**config.mk**
```make
export PLATFORM = sky130hd
export DESIGN_NAME = trig_job_sequencer
export DESIGN_NICKNAME = d
export VERILOG_FILES = /design/src/rtl/trig_pkg.sv /design/src/rtl/trig_job_sequencer_stage_watchdog.sv /design/src/rtl/trig_job_sequencer.sv
export SDC_FILE = /design/constraint.sdc
export NUM_CORES = 1
export LEC_CHECK = 0
export BUFFER_PORTS_ARGS = -buffer_cell sky130_fd_sc_hd__buf_2
export CAP_MARGIN = 0
export CORE_MARGIN = 2
export CORE_UTILIZATION = 43
export CTS_CLUSTER_SIZE = 12
export DETAILED_ROUTE_END_ITERATION = 6
export PLACE_DENSITY_LB_ADDON = 0.25
export SYNTH_ARGS = -nofsm -noshare
export SYNTH_HDL_FRONTEND = slang
export SYNTH_SLANG_ARGS = --single-unit
```
**constraint.sdc**
```tcl
create_clock -name clk -period 2.78 [get_ports clk]
set_input_delay 0.278 -clock clk [delete_from_list [all_inputs] [get_ports clk]]
set_output_delay 0.278 -clock clk [all_outputs]
set_load 0.03 [all_outputs]
```
**src/rtl/trig_pkg.sv**
```systemverilog
`default_nettype none
// ============================================================================
//  Module  : trig_pkg
//  Brief   : Shared types and constants for the trig job sequencer.
//  Rev     : 1.0  initial release
// ============================================================================
package trig_pkg;

  // Sequencer states; explicit 3-bit encoding
  typedef enum logic [2:0] {
    IDLE      = 3'd0,
    NORM_REQ  = 3'd1,
    NORM_WAIT = 3'd2,
    CORDIC    = 3'd3,
    CONVERT   = 3'd4,
    RESP      = 3'd5
  } seq_state_t;

  // Quiet NaN returned in place of a result when a job is aborted
  localparam logic [31:0] FP_QNAN = 32'h7FC00000;

  // Default per-stage watchdog limit and error counter width
  localparam int DEF_TIMEOUT_CYCLES = 64;
  localparam int DEF_ERRCNT_W       = 8;

endpackage
`default_nettype wire

```
**src/rtl/trig_job_sequencer_stage_watchdog.sv**
```systemverilog
`default_nettype none
// ============================================================================
//  Module  : stage_watchdog
//  Brief   : Per-stage cycle counter with clear/enable and an expired flag,
//            plus rising-edge detectors for the three stage done levels.
//  Rev     : 1.0  initial release
// ============================================================================
module stage_watchdog #(
  parameter int TIMEOUT_CYCLES = 64
) (
  input  logic       clk,
  input  logic       rst,
  input  logic       i_clear,
  input  logic       i_enable,
  input  logic [2:0] i_done,
  output logic       o_expired,
  output logic [2:0] o_rise
);

  localparam int CNT_W = (TIMEOUT_CYCLES > 1) ? $clog2(TIMEOUT_CYCLES) : 1;
  localparam logic [CNT_W-1:0] LAST = CNT_W'(TIMEOUT_CYCLES - 1);

  logic [CNT_W-1:0] r_cnt;
  logic [2:0]       r_done_q;

  // Cycle counter: zero on stage entry, counts while a stage is active
  always_ff @(posedge clk or posedge rst) begin
    if (rst) begin
      r_cnt <= '0;
    end else if (i_clear) begin
      r_cnt <= '0;
    end else if (i_enable && !o_expired) begin
      r_cnt <= r_cnt + 1'b1;
    end
  end

  // Done levels are delayed every cycle so only fresh low->high edges count
  always_ff @(posedge clk or posedge rst) begin
    if (rst) begin
      r_done_q <= '0;
    end else begin
      r_done_q <= i_done;
    end
  end

  assign o_expired = (r_cnt == LAST);
  assign o_rise    = i_done & ~r_done_q;

endmodule
`default_nettype wire

```
**src/rtl/trig_job_sequencer.sv**
```systemverilog
`default_nettype none
// ============================================================================
//  Module  : trig_job_sequencer
//  Brief   : Runs one angle job through normalizer -> cordic -> converter,
//            watchdogs each stage and returns the result or a qNaN error.
//  Rev     : 1.0  initial release
// ============================================================================
module trig_job_sequencer
  import trig_pkg::*;
#(
  parameter int TIMEOUT_CYCLES = DEF_TIMEOUT_CYCLES,
  parameter int ERRCNT_W       = DEF_ERRCNT_W
) (
  input  logic                clk,
  input  logic                rst,
  input  logic                req_valid,
  input  logic [31:0]         req_angle,
  output logic                req_ready,
  output logic                norm_valid,
  output logic [31:0]         norm_angle,
  input  logic                norm_ready,
  input  logic                norm_done,
  output logic                cordic_start,
  input  logic                cordic_done,
  output logic                conv_start,
  input  logic                conv_done,
  input  logic [31:0]         conv_result,
  output logic                resp_valid,
  output logic [31:0]         resp_data,
  output logic                resp_err,
  input  logic                resp_ack,
  output logic                busy,
  output logic [ERRCNT_W-1:0] err_count
);

  seq_state_t          r_state;
  logic                r_req_ready;
  logic                r_busy;
  logic                r_norm_valid;
  logic [31:0]         r_norm_angle;
  logic                r_cordic_start;
  logic                r_conv_start;
  logic                r_resp_valid;
  logic [31:0]         r_resp_data;
  logic                r_resp_err;
  logic [ERRCNT_W-1:0] r_err_count;

  logic       w_counting;
  logic       w_exit;
  logic       w_expired;
  logic       w_clear;
  logic       w_abort;
  logic [2:0] w_rise;

  stage_watchdog #(
    .TIMEOUT_CYCLES(TIMEOUT_CYCLES)
  ) u_watchdog (
    .clk      (clk),
    .rst      (rst),
    .i_clear  (w_clear),
    .i_enable (w_counting),
    .i_done   ({conv_done, cordic_done, norm_done}),
    .o_expired(w_expired),
    .o_rise   (w_rise)
  );

  // Per-state exit condition; watchdog runs only in the four stage states
  always_comb begin
    w_counting = 1'b0;
    w_exit     = 1'b0;
    case (r_state)
      NORM_REQ:  begin w_counting = 1'b1; w_exit = norm_ready; end
      NORM_WAIT: begin w_counting = 1'b1; w_exit = w_rise[0];  end
      CORDIC:    begin w_counting = 1'b1; w_exit = w_rise[1];  end
      CONVERT:   begin w_counting = 1'b1; w_exit = w_rise[2];  end
      default:   begin w_counting = 1'b0; w_exit = 1'b0;       end
    endcase
  end

  // Counter is cleared whenever the current state is left, so it reads 0 on entry.
  // A normal exit on the expiry cycle takes priority over the abort.
  assign w_clear = ~w_counting | w_exit | w_expired;
  assign w_abort = w_counting & ~w_exit & w_expired;

  // Sequencer FSM with registered outputs
  always_ff @(posedge clk or posedge rst) begin
    if (rst) begin
      r_state        <= IDLE;
      r_req_ready    <= 1'b1;
      r_busy         <= 1'b0;
      r_norm_valid   <= 1'b0;
      r_norm_angle   <= '0;
      r_cordic_start <= 1'b0;
      r_conv_start   <= 1'b0;
      r_resp_valid   <= 1'b0;
      r_resp_data    <= '0;
      r_resp_err     <= 1'b0;
      r_err_count    <= '0;
    end else begin
      r_norm_valid   <= 1'b0;
      r_cordic_start <= 1'b0;
      r_conv_start   <= 1'b0;
      if (w_abort) begin
        r_state      <= RESP;
        r_resp_valid <= 1'b1;
        r_resp_data  <= FP_QNAN;
        r_resp_err   <= 1'b1;
        if (r_err_count != '1) begin
          r_err_count <= r_err_count + 1'b1;
        end
      end else begin
        case (r_state)
          IDLE: begin
            if (req_valid) begin
              r_norm_angle <= req_angle;
              r_req_ready  <= 1'b0;
              r_busy       <= 1'b1;
              r_state      <= NORM_REQ;
            end
          end
          NORM_REQ: begin
            if (norm_ready) begin
              r_norm_valid <= 1'b1;
              r_state      <= NORM_WAIT;
            end
          end
          NORM_WAIT: begin
            if (w_rise[0]) begin
              r_cordic_start <= 1'b1;
              r_state        <= CORDIC;
            end
          end
          CORDIC: begin
            if (w_rise[1]) begin
              r_conv_start <= 1'b1;
              r_state      <= CONVERT;
            end
          end
          CONVERT: begin
            if (w_rise[2]) begin
              r_resp_valid <= 1'b1;
              r_resp_data  <= conv_result;
              r_resp_err   <= 1'b0;
              r_state      <= RESP;
            end
          end
          RESP: begin
            if (resp_ack) begin
              r_resp_valid <= 1'b0;
              r_req_ready  <= 1'b1;
              r_busy       <= 1'b0;
              r_state      <= IDLE;
            end
          end
          default: begin
            r_req_ready <= 1'b1;
            r_busy      <= 1'b0;
            r_state     <= IDLE;
          end
        endcase
      end
    end
  end

  assign req_ready    = r_req_ready;
  assign busy         = r_busy;
  assign norm_valid   = r_norm_valid;
  assign norm_angle   = r_norm_angle;
  assign cordic_start = r_cordic_start;
  assign conv_start   = r_conv_start;
  assign resp_valid   = r_resp_valid;
  assign resp_data    = r_resp_data;
  assign resp_err     = r_resp_err;
  assign err_count    = r_err_count;

endmodule
`default_nettype wire

```
Word-level counts from Yosys, hierarchy flattened
Cells that the tools add are included.
{"block": "totals", "ff_bits": 91, "inputBits": 72, "output_inout_bits": 79, "wordCells": 90}
{"block": "classes", "n_addsub": 2, "n_eq_ne": 15, "muxes": 36, "bitwise": 10, "n_reduce_logical": 14}
{"cell": "2-to-1 mux 32 bit", "count": 3}
{"cell": "2-to-1 mux 3 bit", "count": 7}
{"cell": "2-to-1 mux 1 bit", "count": 19}
{"cell": "inequality test 3 bit, second input constant", "count": 6}
{"cell": "one-hot mux 3 bit (6 select lines)", "count": 1}
{"cell": "2-to-1 mux 6 bit", "count": 2}
{"cell": "adder 8 x 1 -> 8 bit, second input constant", "count": 1}
{"cell": "inequality test 8 bit, second input constant", "count": 1}
{"cell": "adder 6 x 1 -> 6 bit, second input constant", "count": 1}
{"cell": "equality test 3 x 2 -> 1 bit, second input constant", "count": 2}
{"cell": "equality test 3 bit, second input constant", "count": 2}
{"cell": "equality test 6 bit, second input constant", "count": 1}
{"cell": "one-hot mux 1 bit (3 select lines)", "count": 2}
{"cell": "AND reduction 3 bit", "count": 2}
{"cell": "AND reduction 6 bit", "count": 1}
{"cell": "nonzero test 2 bit", "count": 3}
{"cell": "inequality test 2 bit, second input constant", "count": 2}
{"cell": "inverter 1 bit", "count": 4}
{"cell": "one-hot mux 1 bit (4 select lines)", "count": 1}
{"cell": "AND reduction 2 bit", "count": 2}
{"cell": "AND reduction 4 bit", "count": 1}
{"cell": "OR reduction 4 bit", "count": 1}
{"cell": "AND 3 bit", "count": 1}
{"cell": "equality test 3 x 1 -> 1 bit, second input constant", "count": 1}
{"cell": "other kinds (8)", "count": 10}

Logic depth before layout (Yosys ltp)
Gate-level depths: netlist of run 1.
{"block": "depth", "ltp_word": 8, "depth_mapped": 7, "ltp_nobuf": 6}

Cells and area by module
From an unflattened synthesis of run 1, not the netlist that was laid out.
{"block": "hier_totals", "cells_unflattened": 344, "hier_area_um2": 3797.4}
{"mod": "trig_job_sequencer", "instances": 1, "cells_each": 301, "area_per_inst_um2": 3347.0, "seq_area_each_um2": 2053.2}
{"mod": "stage_watchdog", "instances": 1, "cells_each": 43, "area_per_inst_um2": 450.4, "seq_area_each_um2": 225.2}

Worst setup path before layout of run 1
No wires, ideal clock.
{"block": "synth_timing", "path_type": "reg-to-reg", "from": "register r_state[2]", "to": "register r_err_count[1], in the netlist err_count[1]", "setup_time_ns": 0.125, "t_arrival_ns": 1.850, "path_slack_ns": 0.805, "stages_incl_launch_ff": 7, "path_buffers": 1, "cell_sequence": "dfrtp_1 buf_6 or4b_4 o221ai_4 nand4_4 nor2_1 mux2_2"}
{"block": "synth_via", "elab_chain_len": 6, "word_cells_on_any_way": 11, "cone_classes": "eq/ne (4); mux (2); bitwise (3); reduce/logical (2)"}
{"element": "start, declared", "line": "trig_job_sequencer.sv:36", "text": "seq_state_t r_state;"}
{"element": "start signal, assigned", "line": "trig_job_sequencer.sv:88", "text": "r_state <= IDLE;"}
{"element": "start signal, assigned", "line": "trig_job_sequencer.sv:104", "text": "r_state <= RESP;"}
{"element": "start signal, assigned", "line": "trig_job_sequencer.sv:118", "text": "r_state <= NORM_REQ;"}
{"element": "equality test 3 bit, or another cell as far along", "line": "trig_job_sequencer.sv:71", "text": "case (r_state)"}
{"element": "OR reduction 4 bit (no source line) or one-hot mux 1 bit (4 select lines) (tied branches)"}
{"element": "2-to-1 mux 1 bit or inverter 1 bit (tied branches)", "line": "trig_job_sequencer.sv:71, trig_job_sequencer.sv:83"}
{"element": "AND 1 bit * (2 in a row)", "line": "trig_job_sequencer.sv:83", "text": "assign w_abort = w_counting & ~w_exit & w_expired;"}
{"element": "AND reduction 2 bit (no source line) *"}
{"element": "end signal, assigned", "line": "trig_job_sequencer.sv:109", "text": "r_err_count <= r_err_count + 1'b1;"}
{"element": "end, declared", "line": "trig_job_sequencer.sv:46", "text": "logic [ERRCNT_W-1:0] r_err_count;"}
Every way passes the cells marked *; elsewhere a longest branch is shown, timed or not.
A chain may end at the register's enable or synchronous reset.

Final worst setup path of run 1
{"block": "layout_timing", "from": "register r_state[2]", "to": "register r_resp_data[7], in the netlist resp_data[7]"}
{"block": "layout_via", "elab_chain_len": 7, "word_cells_on_any_way": 14, "cone_classes": "eq/ne (4); mux (3); bitwise (3); reduce/logical (4)"}
{"element": "equality test 3 bit, or another cell as far along", "line": "trig_job_sequencer.sv:71, trig_job_sequencer.sv:112"}
{"element": "OR reduction 4 bit (no source line) or one-hot mux 1 bit (4 select lines) (tied branches)"}
{"element": "2-to-1 mux 1 bit or inverter 1 bit (tied branches)", "line": "trig_job_sequencer.sv:71, trig_job_sequencer.sv:83"}
{"element": "AND 1 bit (2 in a row)", "line": "trig_job_sequencer.sv:83"}
{"element": "nonzero test 2 bit (no source line)"}
{"element": "AND reduction 2 bit (no source line)"}
{"element": "end signal, assigned", "line": "trig_job_sequencer.sv:142", "text": "r_resp_data <= conv_result;"}
{"element": "end, declared", "line": "trig_job_sequencer.sv:44", "text": "logic [31:0] r_resp_data;"}
Several ways; a longest one is shown, not always the timed one.

==> results of run 1 <==
-- cells in the final DEF (no fill, tap or decap), types with 3 or more instances in the layout --
master and n:
buf_2 150, nand3_1 15, buf_4 5, nand2_1 75, dfrtp_1 90, a21oi_1 29, inv_1 5, mux2_2 34
nor3_1 3, and3_1 3, xnor2_1 4, clkbuf_8 9, xor2_1 7, nor2_1 11
-- layout make-up --
class,instances,area (µm²)
Clock buffer,10,128
Clock inverter,6,90.1
Fill cell,734,3490
Inverter,6,23.8
Multi-Input combinational cell,210,1340
Sequential cell,91,2280
Tap cell,105,131
Timing Repair Buffer,157,818
-- power breakdown --
group          switching, mW  internal, mW  leakage [nW]
Sequential             0.295          1.79          1.16
Clock                  0.458         0.508         0.106
Combinational           1.42         0.794          1.24
Total                   2.17          3.09          2.51
-- critical path, cell delays in order (launching register included) --
cell and delay [ns]:
dfrtp_1 0.58, nand3b_1 0.19, or3_1 0.59, and4_1 0.48
buf_4 0.26, a21oi_1 0.14
-- layer usage --
layer | vias to the layer above | track usage
li1 | 1395 | -
met1 | 1374 | 0.248
met2 | 111 | 0.275
met3 | 11 | 0.0426
met4 | 0 | 0.0618
met5 | - | 0
-- cells by family (layout without fill, tap and decap cells) --
group | Yosys count | count (layout) | share of synthesized area
AO/OA/AOI/OAI | 38 | 38 | 0.0619
AND/OR/NAND/NOR | 125 | 125 | 0.161
flip-flops | 91 | 91 | 0.613
XOR/XNOR | 11 | 11 | 0.0259
buffers and inverters | 24 | 179 | 0.0286
adder cells (fa/ha/maj) | 2 | 2 | 0.00673
multiplexers | 34 | 34 | 0.103
-- sequential cells by signal (all words and copies together) (netlist names) --
| signal | cells |
|---|---|
| norm_valid | 1 |
| norm_angle | 32 |
| busy | 1 |
| u_watchdog.r_done_q | 3 |
| conv_start | 1 |
| req_ready | 1 |
| cordic_start | 1 |
| r_state | 3 |
| resp_valid | 1 |
| resp_data | 32 |
| resp_err | 1 |
| err_count | 8 |
| u_watchdog.r_cnt | 6 |
-- per-stage QoR --
stage                     hold WS, ns  setup slack, ns  instance area (µm²)
after global routing           0.0162            0.283                 4810
after floorplan                 0.309            0.140                 3720
final                          0.0341            0.464                 4810
after global placement          0.350            0.513                 4580
after CTS                      0.0239            0.450                 4810
after detailed placement        0.343            0.462                 4580
-- how the worst max path moves through the flow --
stage,to,slack [ns]
final,resp_data[7],0.46
after global routing,resp_data[2],0.28
after CTS,resp_data[7],0.45
after detailed placement,resp_data[7],0.46
after global placement,err_count[1],0.51
after floorplan,busy,0.14
==> results.tsv, run 1 <==
metric	value	unit
status	finished, final reports clean	
vias per cell	4.94	
Worst Hold Launch	norm_done	
R2R Path End	resp_data[7]	
Skew-Pair Late Insertion Delay	0.36	ns
Port Buffers	150	
Root Buffer	clkbuf_8	
clk_skew	0.0175	ns
grt ovf	0	
Core Area	8300	µm²
Warnings, synthesis	0	
clock tree buffer depth	2	
leading post-synthesis cells by cell area	dfrtp_1 61%, mux2_2 10%, nand2_1 7.6%	
sequential share of the synthesized area	0.613	
FF-to-FF setup slack	0.46	ns
Endpoint, Worst Hold	u_watchdog.r_done_q[0]	
mapped cell area	3720	µm²
DRC	0	
chip width	97.0	µm
leakage power	2.51	nW
WL final	8.05	mm
H-tree levels	3	
number of synthesized flops with an enable pin	0	
Worst Setup Start Kind	register	
Layout Utilization	0.580	
vias in the first global route	2807	
Starting Density	0.448	
met1 WL	3.66	mm
startpoint of the worst register-to-register path	r_state[2]	
Reg2Reg Depth	5	
Synth cell types	39	
Post-synth ARST share	1.00	
Slew HR	0.639	
drt pass-1 iters	4	
unrepaired setup endpoints after global routing	no	
Post-synth top cells	90 x dfrtp_1, 75 x nand2_1, 34 x mux2_2, 29 x a21oi_1, 15 x nand3_1	
Inserted Clock Buffers	9	
register bit count reported by yosys	91	
Post-Syn Instances	325	
Worst Hold Path Cells	1	
Synth Net Count	399	
placed cells	568	
antenna violations before repair	0	
worst path required time	3.06	ns
P&R area growth vs syn	29.5	%
CP startpoint	r_state[2]	
power per cell area	1090	nW/µm²
Die H	97.0	µm
CP Data Arrival Time	2.59	ns
Final nets	549	
Num Clock Sinks	91	
full die area	9410	µm²
WS Path Type	register to register	
DR iter-0 viols	106	
HP Class	primary input to register	
most common cell in the netlist	dfrtp_1	
antenna cells	0	
Setup-failing EPs final	0	
first-pass GRT wire length	13.8	mm
Final Non-Filler Cells	585	
period utilization	0.833	
count of pins over their slew limit	0	
post-CTS sizing	0	
maxcap violations	0	
average size of a mapped cell	11.4	µm²
io pins	151	
power consumption	5.26	mW
slew at the pin closest to its max-slew limit	0.542	ns
Synth Flop Type	dfrtp_1	
Final Hold Fails	0	
ANT nets after route	0	
crit end category	register	
row cnt	33	
DP HPWL	5.91	mm
gpl congestion	0.748	
clock period minus worst slack	2.32	ns
CTS tree	done	
DR WL met3	546	µm
Yosys top cell area share	0.606	
peak supply drop	368	µV
Fmax	0.432	GHz
cell taking the most area after synthesis	dfrtp_1	
total setup buffers inserted after CTS	0	
cts hold-fix bufs	1	
crit path max fanout	15	
via total after detailed routing	2891	
largest net degree at the start of global routing	61	
Avg WL per Cell	13.8	µm
GRT Resource Usage Total	0.178	
clock-pin slew on the worst setup and hold paths	0.10	ns
final setup TNS	0	ns
share of cells above drive strength 1	0.450	
met2 wire length	3.74	mm
highest metal used	met4	
Note: power is estimated with default switching activity, not from simulation.
==> run 2: changes to the inputs <==
Clock period 2.78 ns to 2 ns, I/O delays scaled along.
==> run 2 against run 1 <==
Effect of this change: sequential share of layout area shrank 0.98 points; clock skew decreased by 0.0089 ns; maximum frequency increased by 21%; via count rose by 0.97%; combinational power grew 47%; die area did not move; non-clock buffer count increased by 11; sequential power rose by 35%; final cell count up 1.9%; cell area grew 2.1%; critical path depth did not move; global-route usage rose by 0.11 points; critical path type unchanged; largest cell class unchanged; highest routed layer unchanged.
==> results.tsv, run 2 (synthesis results as in run 1) <==
metric	value	unit	change
Reg2Reg Depth	5		unchanged
busiest grt layer	met2		
fin area	4910	µm²	+2.1%
chip width	97.0	µm	unchanged
drt pass-1 iters	4		unchanged
most common cell after layout, fill and taps aside	buf_2		
leakage power	2.55	nW	+1.8%
antenna violations before repair	0		unchanged
met2 Usage GRT	0.281		+0.00588
first-pass GRT wire length	13.9	mm	+0.70%
share of cells above drive strength 1	0.464		+0.0144
power consumption	7.37	mW	+40%
vias in the first global route	2903		+3.4%
crit path max fanout	9		-6
Worst path max stage delay	0.57	ns	-0.02 ns
# fillers	703		-4.2%
clock tree buffer depth	2		unchanged
Avg WL per Cell	13.6	µm	-1.5%
GR Util met3	0.0462		+0.00361
WL final	8.08	mm	+0.36%
critical path endpoint	err_count[1]		
vias per cell	4.90		-0.89%
Root Buffer	clkbuf_8		
largest net degree at the start of global routing	56		-8.2%
P&R area growth vs syn	32.2	%	
startpoint of the worst register-to-register path	r_state[1]		
unrepaired setup endpoints after global routing	no		
row cnt	33		unchanged
worst path required time	2.23	ns	-0.83 ns
CP startpoint	r_state[1]		
final setup TNS	0	ns	unchanged
Final nets	560		+2.0%
ANT nets after route	0		unchanged
gpl congestion	0.843		+13%
Starting Density	0.448		unchanged
maxcap violations	0		unchanged
antenna cells	0		unchanged
met1 Usage GRT	0.244		-0.00346
via total after detailed routing	2919		+0.97%
commonest non-fill, non-tap cells in the layout	150 x buf_2, 90 x dfrtp_1, 75 x nand2_1		
Skew-Pair Late Insertion Delay	0.34	ns	-0.02 ns
DP HPWL	5.95	mm	+0.72%
peak supply drop	502	µV	+36%
WS Path Type	register to register		
placed cells	576		+1.4%
Slew HR	0.548		-0.0911
CP Data Arrival Time	2.14	ns	-0.45 ns
power per cell area	1500	nW/µm²	+37%
register area	2280	µm²	unchanged
GRT Resource Usage Total	0.179		+0.00106
full die area	9410	µm²	unchanged
grt ovf	0		unchanged
period utilization	0.958		+0.125
DRC	0		unchanged
H-tree levels	3		unchanged
Post-DP Area	4650	µm²	+1.4%
io pins	151		unchanged
Setup-failing EPs final	0		unchanged
CP cell instances	or4b_4, o221ai_4, nand4_4, nor2_2, mux2_2		
count of pins over their slew limit	0		unchanged
HP Class	primary input to register		
Num Clock Sinks	91		unchanged
clk_skew	0.00853	ns	-0.00892 ns
Worst Setup Start Kind	register		
CTS tree	done		
DR iter-0 viols	124		+17%
clock-pin slew on the worst setup and hold paths	0.09	ns	about the same
Hold Worst Slack	0.0653	ns	+0.0312 ns
crit end category	register		
Port Buffers	150		unchanged
Final Non-Filler Cells	596		+1.9%
slowest CP cell	or4b_4		
status	finished, final reports clean		
Inserted Clock Buffers	9		unchanged
Final Hold Fails	0		unchanged
Core Area	8300	µm²	unchanged
clock period minus worst slack	1.92	ns	-0.399 ns
Die H	97.0	µm	unchanged
Multi-input gate area	1360	µm²	+0.93%
slew at the pin closest to its max-slew limit	0.678	ns	+0.137 ns
FF-to-FF setup slack	0.08	ns	-0.38 ns
Fmax	0.522	GHz	+21%
R2R Path End	err_count[1]		
run 2: cell types whose count changed in the layout (fill, tap and decap cells not counted), sizes merged:
cell,previous run,this run
bufinv,2,1
clkbuf,10,13
dlygate4sd3,1,4
clkinvlp,1,3
buf,156,164
clkinv,4,0
run 2: repair_timing:
action | 4_1_cts | 5_1_grt
hold endpoints to repair | 38 | 0
endpoints found under the setup margin | 0 | 24
gates resized for setup | 0 | 4
buffers inserted | 0 | 0
hold buffers | 4 | 0
run 2: how the worst min path moves through the flow:
| stage | start | to | slack, ns | cells past startpoint |
|---|---|---|---|---|
| floorplan | norm_done | u_watchdog.r_done_q[0] | 0.23 | 0 |
| global placement | cordic_done | u_watchdog.r_done_q[1] | 0.32 | 1 |
| detailed placement | cordic_done | u_watchdog.r_done_q[1] | 0.33 | 1 |
| CTS | conv_result[27] | resp_data[27] | 0.05 | 3 |
| global route | conv_result[26] | resp_data[26] | 0.06 | 3 |
| finish | conv_result[27] | resp_data[27] | 0.07 | 3 |
run 2: area by class of cell:
type,count,share of cell area
multi-input combinational,210,0.276
clock buffer,13,0.0344
tap,105,0.0267
inverter,6,0.00535
sequential,91,0.464
timing repair buffer,168,0.185
clock inverter,3,0.00917
run 2: power breakdown:
part | total, mW | switching [mW] | internal [mW] | leakage, nW
clock | 1.30 | 0.617 | 0.682 | 0.102
sequential | 2.83 | 0.337 | 2.49 | 1.16
combinational | 3.24 | 2.07 | 1.17 | 1.29
run 2: critical path, delay by kind of cell (launching register included):
kind | cells | cell delay, ns
AND/OR/NAND/NOR | 3 | 0.94
flip-flops | 1 | 0.44
multiplexers | 1 | 0.34
AO/OA/AOI/OAI | 1 | 0.10
run 2: per-layer routing:
| layer | vias up | wire length (µm) |
|---|---|---|
| met5 | - | 0 |
| met4 | 0 | 93 |
| met3 | 10 | 524 |
| met2 | 112 | 3760 |
| met1 | 1379 | 3700 |
| li1 | 1418 | - |
run 2: per-stage QoR:
stage | util | setup slack, ns
after floorplan | - | 0.0254
after global placement | 0.560 | 0.0782
after detailed placement | 0.560 | 0.0394
after CTS | 0.591 | 0.0245
after global routing | 0.592 | 0.00482
final | 0.592 | 0.0832
